## src/rtl/down_sample_stream.sv

```systemverilog
// ============================================================================
// down_sample_stream
// ----------------------------------------------------------------------------
// Streaming SCALE_FACTOR x SCALE_FACTOR pooling of a raster-ordered feature
// map. Input pixels arrive row-major with column 0 first. One pooled pixel
// is produced per window, one clock after the window's closing input pixel.
// The pooled pixels leave in raster order over the output map.
//
// Only one input row can be seen at a time. So the block keeps one partial
// result per output column (acc[k]). Each partial result carries a window's
// running value across the rows of that window.
//
// Build option:
//   DOWN_SAMPLE_AVG_EN  undefined -> max pooling. acc[k] is BITWIDTH bits.
//                       defined   -> average pooling. acc[k] holds the
//                                    window sum. The result is that sum
//                                    shifted right by 2*log2(SCALE_FACTOR),
//                                    which truncates. In this build
//                                    SCALE_FACTOR must be a power of two.
//
// Parameters:
//   DATA_I_WIDTH   input columns (a multiple of SCALE_FACTOR)
//   DATA_I_HEIGHT  input rows    (a multiple of SCALE_FACTOR)
//   SCALE_FACTOR   pooling window edge
//   BITWIDTH       unsigned pixel width
//
// Ports:
//   clk          rising-edge clock
//   rst_n        asynchronous active-low reset
//   pix_i_valid  input pixel valid
//   pix_i_ready  block accepts an input pixel (combinational from the
//                output stage)
//   pix_i        input pixel
//   pix_o_valid  pooled pixel valid
//   pix_o_ready  downstream accepts the pooled pixel
//   pix_o        pooled pixel
//   pix_o_last   high with the final pooled pixel of a frame
// ============================================================================
module down_sample_stream #(
    parameter int DATA_I_WIDTH  = 4,
    parameter int DATA_I_HEIGHT = 4,
    parameter int SCALE_FACTOR  = 2,
    parameter int BITWIDTH      = 8
) (
    input  logic                clk,
    input  logic                rst_n,
    input  logic                pix_i_valid,
    output logic                pix_i_ready,
    input  logic [BITWIDTH-1:0] pix_i,
    output logic                pix_o_valid,
    input  logic                pix_o_ready,
    output logic [BITWIDTH-1:0] pix_o,
    output logic                pix_o_last
);

    localparam int DATA_O_WIDTH  = DATA_I_WIDTH / SCALE_FACTOR;
    localparam int DATA_O_HEIGHT = DATA_I_HEIGHT / SCALE_FACTOR;

    localparam int LOG2_S = (SCALE_FACTOR > 1) ? $clog2(SCALE_FACTOR) : 0;

`ifdef DOWN_SAMPLE_AVG_EN
    // A full window sum of S*S pixels needs 2*log2(S) extra bits.
    localparam int ACC_W = BITWIDTH + 2 * LOG2_S;
`else
    localparam int ACC_W = BITWIDTH;
`endif

    localparam int COL_W = (DATA_I_WIDTH  > 1) ? $clog2(DATA_I_WIDTH)  : 1;
    localparam int ROW_W = (DATA_I_HEIGHT > 1) ? $clog2(DATA_I_HEIGHT) : 1;
    localparam int K_W   = (DATA_O_WIDTH  > 1) ? $clog2(DATA_O_WIDTH)  : 1;

    logic [COL_W-1:0]    col;
    logic [ROW_W-1:0]    row;
    logic [ACC_W-1:0]    acc [DATA_O_WIDTH];

    logic                in_xfer;
    logic                out_xfer;
    logic [K_W-1:0]      acc_idx;
    logic                win_origin;
    logic                win_close;
    logic                col_wrap;
    logic                row_wrap;
    logic                frame_end;
    logic [ACC_W-1:0]    acc_cur;
    logic [ACC_W-1:0]    acc_next;
    logic [BITWIDTH-1:0] result;

    // Input is blocked only while a pooled pixel is stalled downstream.
    // Because of this, a window can never close while the output register
    // is still holding an untaken result.
    assign pix_i_ready = ~(pix_o_valid & ~pix_o_ready);
    assign in_xfer     = pix_i_valid & pix_i_ready;
    assign out_xfer    = pix_o_valid & pix_o_ready;

    // Decode where the current input pixel sits. The decode covers its
    // window, its position inside that window, and whether it ends a row,
    // the frame, or the last output pixel of the frame.
    always_comb begin
        acc_idx    = K_W'(int'(col) / SCALE_FACTOR);
        win_origin = ((int'(col) % SCALE_FACTOR) == 0) &&
                     ((int'(row) % SCALE_FACTOR) == 0);
        win_close  = ((int'(col) % SCALE_FACTOR) == SCALE_FACTOR - 1) &&
                     ((int'(row) % SCALE_FACTOR) == SCALE_FACTOR - 1);
        col_wrap   = (int'(col) == DATA_I_WIDTH - 1);
        row_wrap   = (int'(row) == DATA_I_HEIGHT - 1);
        frame_end  = win_close &&
                     ((int'(col) / SCALE_FACTOR) == DATA_O_WIDTH - 1) &&
                     ((int'(row) / SCALE_FACTOR) == DATA_O_HEIGHT - 1);
    end

    // Merge the incoming pixel into the partial result of its window.
    // At a window origin the old partial result belongs to the previous
    // window, so the pixel alone seeds the new one. The same holds at a
    // pixel that both opens and closes a window.
    always_comb begin
        acc_cur = acc[acc_idx];
`ifdef DOWN_SAMPLE_AVG_EN
        if (win_origin) begin
            acc_next = ACC_W'(pix_i);
        end else begin
            acc_next = acc_cur + ACC_W'(pix_i);
        end
        result = BITWIDTH'(acc_next >> (2 * LOG2_S));
`else
        if (win_origin) begin
            acc_next = pix_i;
        end else begin
            acc_next = (pix_i > acc_cur) ? pix_i : acc_cur;
        end
        result = acc_next;
`endif
    end

    // Raster position counters. They advance only on accepted input
    // pixels, so the frame boundary comes purely from these counters and
    // frames can follow each other with no idle cycles.
    always_ff @(posedge clk or negedge rst_n) begin
        if (!rst_n) begin
            col <= '0;
            row <= '0;
        end else if (in_xfer) begin
            if (col_wrap) begin
                col <= '0;
                row <= row_wrap ? '0 : row + 1'b1;
            end else begin
                col <= col + 1'b1;
            end
        end
    end

    // Per-output-column partial results. The slot is also written on the
    // closing pixel. That value is harmless because the next window's
    // origin overwrites it.
    always_ff @(posedge clk or negedge rst_n) begin
        if (!rst_n) begin
            for (int k = 0; k < DATA_O_WIDTH; k++) begin
                acc[k] <= '0;
            end
        end else if (in_xfer) begin
            acc[acc_idx] <= acc_next;
        end
    end

    // Single output register. A closing pixel loads a new result. If the
    // previous result is leaving on the same edge, valid simply stays high.
    // Otherwise a taken result clears valid and last together. While the
    // output is stalled, nothing can close, so the register holds.
    always_ff @(posedge clk or negedge rst_n) begin
        if (!rst_n) begin
            pix_o       <= '0;
            pix_o_valid <= 1'b0;
            pix_o_last  <= 1'b0;
        end else if (in_xfer && win_close) begin
            pix_o       <= result;
            pix_o_valid <= 1'b1;
            pix_o_last  <= frame_end;
        end else if (out_xfer) begin
            pix_o_valid <= 1'b0;
            pix_o_last  <= 1'b0;
        end
    end

endmodule

```

## config.mk

```make
export PLATFORM = sky130hd
export DESIGN_NAME = down_sample_stream
export DESIGN_NICKNAME = d
export VERILOG_FILES = /design/src/rtl/down_sample_stream.sv
export SDC_FILE = /design/constraint.sdc
export NUM_CORES = 1
export LEC_CHECK = 0
export BUFFER_PORTS_ARGS = -buffer_cell sky130_fd_sc_hd__buf_2
export CORE_ASPECT_RATIO = 1.25
export CORE_MARGIN = 2
export CORE_UTILIZATION = 45
export DETAILED_ROUTE_END_ITERATION = 10
export PLACE_DENSITY = 0.68
export SLEW_MARGIN = 25
export SYNTH_ARGS = -nofsm -noshare
export SYNTH_HDL_FRONTEND = slang
export SYNTH_SLANG_ARGS = --single-unit
export TNS_END_PERCENT = 50
```

## constraint.sdc

```tcl
create_clock -name clk -period 4.1 [get_ports clk]
set_input_delay 0.205 -clock clk [delete_from_list [all_inputs] [get_ports clk]]
set_output_delay 0.205 -clock clk [all_outputs]
set_load 0.01 [all_outputs]
```

==> flow_summary.html <==
<table>
<tr><th>Metric</th><th>Value</th></tr>
<tr><th colspan="2">Yosys</th></tr>
<tr><td>Number of synthesis warnings</td><td>0</td></tr>
<tr><td>Synth top area share</td><td>between 40% and 50%</td></tr>
<tr><td>Cell type contributing the most total cell area after synthesis</td><td>dfrtp_1</td></tr>
<tr><td>Number of synthesized flops with an enable pin</td><td>0</td></tr>
<tr><td>Primary FF master, synth</td><td>dfrtp_1</td></tr>
<tr><td>Synthesized cell area</td><td>1585 um2</td></tr>
<tr><td>Seq/Total Area, Yosys</td><td>between 40% and 50%</td></tr>
<tr><td>Number of distinct library cells after synthesis</td><td>29</td></tr>
<tr><td>Post-synthesis area per instance</td><td>between 10 and 15 um2</td></tr>
<tr><td>Register bit count reported by yosys</td><td>30</td></tr>
<tr><td>Share of flip-flops with an asynchronous set or reset after synthesis</td><td>100.0%</td></tr>
<tr><td>Instance count of the mapped netlist</td><td>roughly 140</td></tr>
<tr><td>Post-Syn Nets</td><td>between 150 and 200</td></tr>
<tr><td>Most frequent cells after synthesis</td><td>dfrtp_1, mux2_2, nand2_1</td></tr>
<tr><td>Cell with the most instances after synthesis</td><td>dfrtp_1</td></tr>
<tr><td>Cell types occupying the most area after synthesis</td><td>dfrtp_1, mux2_2, ha_1</td></tr>
<tr><th colspan="2">STA</th></tr>
<tr><td>Fin crit period</td><td>2.951 ns</td></tr>
<tr><td>Worst slew pin tran</td><td>between 0.8 and 0.9 ns</td></tr>
<tr><td>Max-slew violations</td><td>0</td></tr>
<tr><td>Fmax achieved</td><td>between 0.3 and 0.4 GHz</td></tr>
<tr><td>Final setup skew</td><td>0.003385 ns</td></tr>
<tr><td>Summed negative setup slack over all endpoints</td><td>0 ns</td></tr>
<tr><td>Part of the cycle the worst path needs</td><td>a little under three quarters</td></tr>
<tr><td>Setup slack after layout</td><td>around 1.1 ns</td></tr>
<tr><td>Setup repair after global routing missed its margin</td><td>false</td></tr>
<tr><td>Max transition margin</td><td>~45%</td></tr>
<tr><td>Final number of setup-violating endpoints</td><td>0</td></tr>
<tr><td>Final hold violation count</td><td>0</td></tr>
<tr><th colspan="2">Placed design</th></tr>
<tr><td>I/O Buffers</td><td>22</td></tr>
<tr><td>HPWL reported at the end of detailed placement</td><td>between 2000 and 2500 um</td></tr>
<tr><td>Total instance count after detailed placement</td><td>between 150 and 200</td></tr>
<tr><td>Dpl ws</td><td>approximately 1.1 ns</td></tr>
<tr><td>Last weighted congestion value of the routability-driven placer</td><td>a little under 0.9</td></tr>
<tr><th colspan="2">Finish</th></tr>
<tr><td>FF+latch area</td><td>750.7 um2</td></tr>
<tr><td>Post-layout nets</td><td>187</td></tr>
<tr><td>Layout fillers</td><td>about 320</td></tr>
<tr><td>Number of antenna diodes</td><td>0</td></tr>
<tr><td>Area growth from synthesis to final layout</td><td>14.05%</td></tr>
<tr><td>Multi-input gate area in the final layout</td><td>a little under 800 um2</td></tr>
<tr><td>Layout Utilization</td><td>between 50% and 60%</td></tr>
<tr><td>Number of standard cells in the layout, taps in and fillers out</td><td>between 200 and 250</td></tr>
<tr><td>Share of layout cells above drive strength 1</td><td>roughly 29%</td></tr>
<tr><th colspan="2">Routing</th></tr>
<tr><td>Via-to-Cell Ratio</td><td>around 5.6</td></tr>
<tr><td>Iter 0 DRT Violations</td><td>32</td></tr>
<tr><td>DRC violations left</td><td>0</td></tr>
<tr><td>DR pass1 iterations</td><td>4</td></tr>
<tr><td>Final WL</td><td>around 3000 um</td></tr>
<tr><td>Routed wirelength normalized by instance count</td><td>between 15 and 20 um</td></tr>
<tr><td>Count of nets left with antenna violations after detail routing</td><td>0</td></tr>
<tr><td>Count of vias placed by the detailed router</td><td>about 1100</td></tr>
<tr><th colspan="2">Global route</th></tr>
<tr><td>Wire length of the first global-routing pass</td><td>roughly 5200 um</td></tr>
<tr><td>Maximum number of pins on one net before global-route repair</td><td>31</td></tr>
<tr><td>Initial antenna violation count</td><td>0</td></tr>
<tr><td>Global router's overall resource usage</td><td>between 10% and 20%</td></tr>
<tr><td>Vias in the first global route</td><td>between 1000 and 1500</td></tr>
<tr><td>Residual overflow from global routing</td><td>0</td></tr>
<tr><th colspan="2">Power and ir drop</th></tr>
<tr><td>Maximum ir drop on the vdd rail</td><td>412.2 uV</td></tr>
<tr><td>Power per cell area</td><td>about 780 nW/um2</td></tr>
<tr><td>Overall power</td><td>about 1.4 mW</td></tr>
<tr><td>Lkg Pwr</td><td>a little under 0.9 nW</td></tr>
<tr><th colspan="2">Critical path</th></tr>
<tr><td>Cells traversed along the worst timing path</td><td>mux2_2 -&gt; ha_1 -&gt; nand4_1 -&gt; nor2b_1 -&gt; o21ai_1 -&gt; a211oi_4 -&gt; mux2_2</td></tr>
<tr><td>Critical path's largest stage delay</td><td>about 0.78 ns</td></tr>
<tr><td>Crit path DAT</td><td>approximately 3.1 ns</td></tr>
<tr><td>Cell at the slowest stage of the critical path</td><td>dfrtp_1</td></tr>
<tr><td>Required time of the critical path</td><td>4.27 ns</td></tr>
<tr><td>Critical-path maximum fanout</td><td>13</td></tr>
<tr><td>Count of buffering cells on the critical path with inverters included</td><td>0</td></tr>
<tr><td>Worst setup SP type</td><td>register</td></tr>
<tr><td>CP most frequent cell</td><td>mux2_2</td></tr>
<tr><td>Critical path type</td><td>reg -&gt; reg</td></tr>
<tr><td>Family with the most delay on the worst path</td><td>multiplexers</td></tr>
<tr><td>Kind of end point of the critical path</td><td>register</td></tr>
<tr><th colspan="2">Clock tree</th></tr>
<tr><td>CTS max path bufs</td><td>2</td></tr>
<tr><td>Clock transition at path regs</td><td>around 0.06 ns</td></tr>
<tr><td>Buffer type at the clock tree root</td><td>clkbuf_8</td></tr>
<tr><td>H-Tree Level Count</td><td>2</td></tr>
<tr><td>TritonCTS clock tree</td><td>yes</td></tr>
<tr><td>Clock buffers created by TritonCTS</td><td>5</td></tr>
<tr><td>Post-CTS Repair Setup Buffers</td><td>0</td></tr>
<tr><td>Count of clock tree sinks</td><td>30</td></tr>
<tr><td>Latest clock arrival within the worst-skew pair</td><td>approximately 0.28 ns</td></tr>
<tr><th colspan="2">Die</th></tr>
<tr><td>Cell row count</td><td>24</td></tr>
<tr><td>Core outline area</td><td>approximately 3400 um2</td></tr>
<tr><td>Die Width</td><td>about 57 um</td></tr>
<tr><td>Floorplan die height</td><td>roughly 70 um</td></tr>
<tr><td>Number of top-level pins</td><td>23</td></tr>
<tr><td>Starting Density</td><td>between 40% and 50%</td></tr>
<tr><td>Overall die area</td><td>~4000 um2</td></tr>
<tr><th colspan="2">Job</th></tr>
<tr><td>Number of max-capacitance violations reported</td><td>0</td></tr>
<tr><th colspan="2">Worst hold path</th></tr>
<tr><td>Type of the most critical hold path</td><td>in -&gt; reg</td></tr>
<tr><th colspan="2">Status</th></tr>
<tr><td>Outcome</td><td>complete, no violations</td></tr>
</table>
## path summary, 6_finish.rpt
| check | from | endpoint | slack (ns) | cells past startpoint |
|---|---|---|---|---|
| min in group asynchronous | rst_n | row[0]$_DFFE_PN0P_ | 0.49 | 2 |
| min reg2reg | pix_o[3]$_DFFE_PN0P_ | pix_o[3]$_DFFE_PN0P_ | 0.49 | 2 |
| max | col[1]$_DFFE_PN0P_ | acc[13]$_DFFE_PN0P_ | 1.15 | 7 |
| max in group asynchronous | rst_n | acc[15]$_DFFE_PN0P_ | 3.18 | 2 |
| min | pix_i[0] | acc[8]$_DFFE_PN0P_ | 0.18 | 2 |
| max reg2reg | col[1]$_DFFE_PN0P_ | acc[13]$_DFFE_PN0P_ | 1.15 | 7 |
## layout make-up
type	count	area share [%]
Sequential cell	30	41.52
Tap cell	39	2.699
Clock buffer	6	4.567
Multi-Input combinational cell	97	42.91
Inverter	8	1.661
Timing Repair Buffer	23	6.644
## timing repair
action                                  CTS  global route
hold endpoints to repair                 30             0
resized for setup                         0             0
hold buffers                              1             0
endpoints found under the setup margin    0             0
## layout by cell type (no fill, tap or decap)
master and instances:
a211oi_4 1, a21o_1 3, a21oi_1 3, a21oi_2 1
and2_0 1, and2_1 1, buf_2 22, clkbuf_8 6
dfrtp_1 30, dlygate4sd3_1 1, ha_1 10, inv_1 8
mux2_2 18, mux2i_1 7, nand2_1 18, nand2b_1 1
nand3_1 2, nand4_1 2, nor2_1 2, nor2b_1 2
nor3_1 3, o211a_1 1, o21a_1 2, o21ai_0 2
o21ai_1 1, o311ai_1 7, o31ai_1 1, or2_0 1
or4_1 7
## state kept, by name, indices dropped and copies added (netlist names)
name,count
row,2
pix_o_valid,1
acc,16
col,2
pix_o_last,1
pix_o,8
## per-layer routing
layer	vias up	track usage, %	wire length, um	share of wire [%]
li1	564	-	-	-
met1	535	22.54	1348	44
met2	27	26.18	1469	48
met3	8	4.074	150	4.9
met4	0	10.08	80	2.6
met5	-	0	0	0
## cell families (layout without fill, tap and decap cells)
| family | count (synthesis) | count (layout) | share of synthesized area, % |
|---|---|---|---|
| buf+inv | 12 | 37 | 3.710 |
| compound gates | 22 | 22 | 11.05 |
| simple gates | 40 | 40 | 12.79 |
| flops | 30 | 30 | 47.36 |
| mux | 25 | 25 | 17.21 |
| fa+ha+maj | 10 | 10 | 7.893 |
## per-stage QoR
stage	instance area [um2]	hold WS (ns)
2_1_floorplan	1585	-0.09059
3_3_place_gp	1715	0.2732
3_5_place_dp	1715	0.2846
4_1_cts	1808	0.1784
5_1_grt	1808	0.1919
6_report	1808	0.1836
## power by group
part | internal [mW] | total [mW] | switching, mW
combinational | 0.304 | 0.632 | 0.328
clock | 0.129 | 0.230 | 0.101
sequential | 0.441 | 0.549 | 0.108
(Power assumes the default switching activity.)
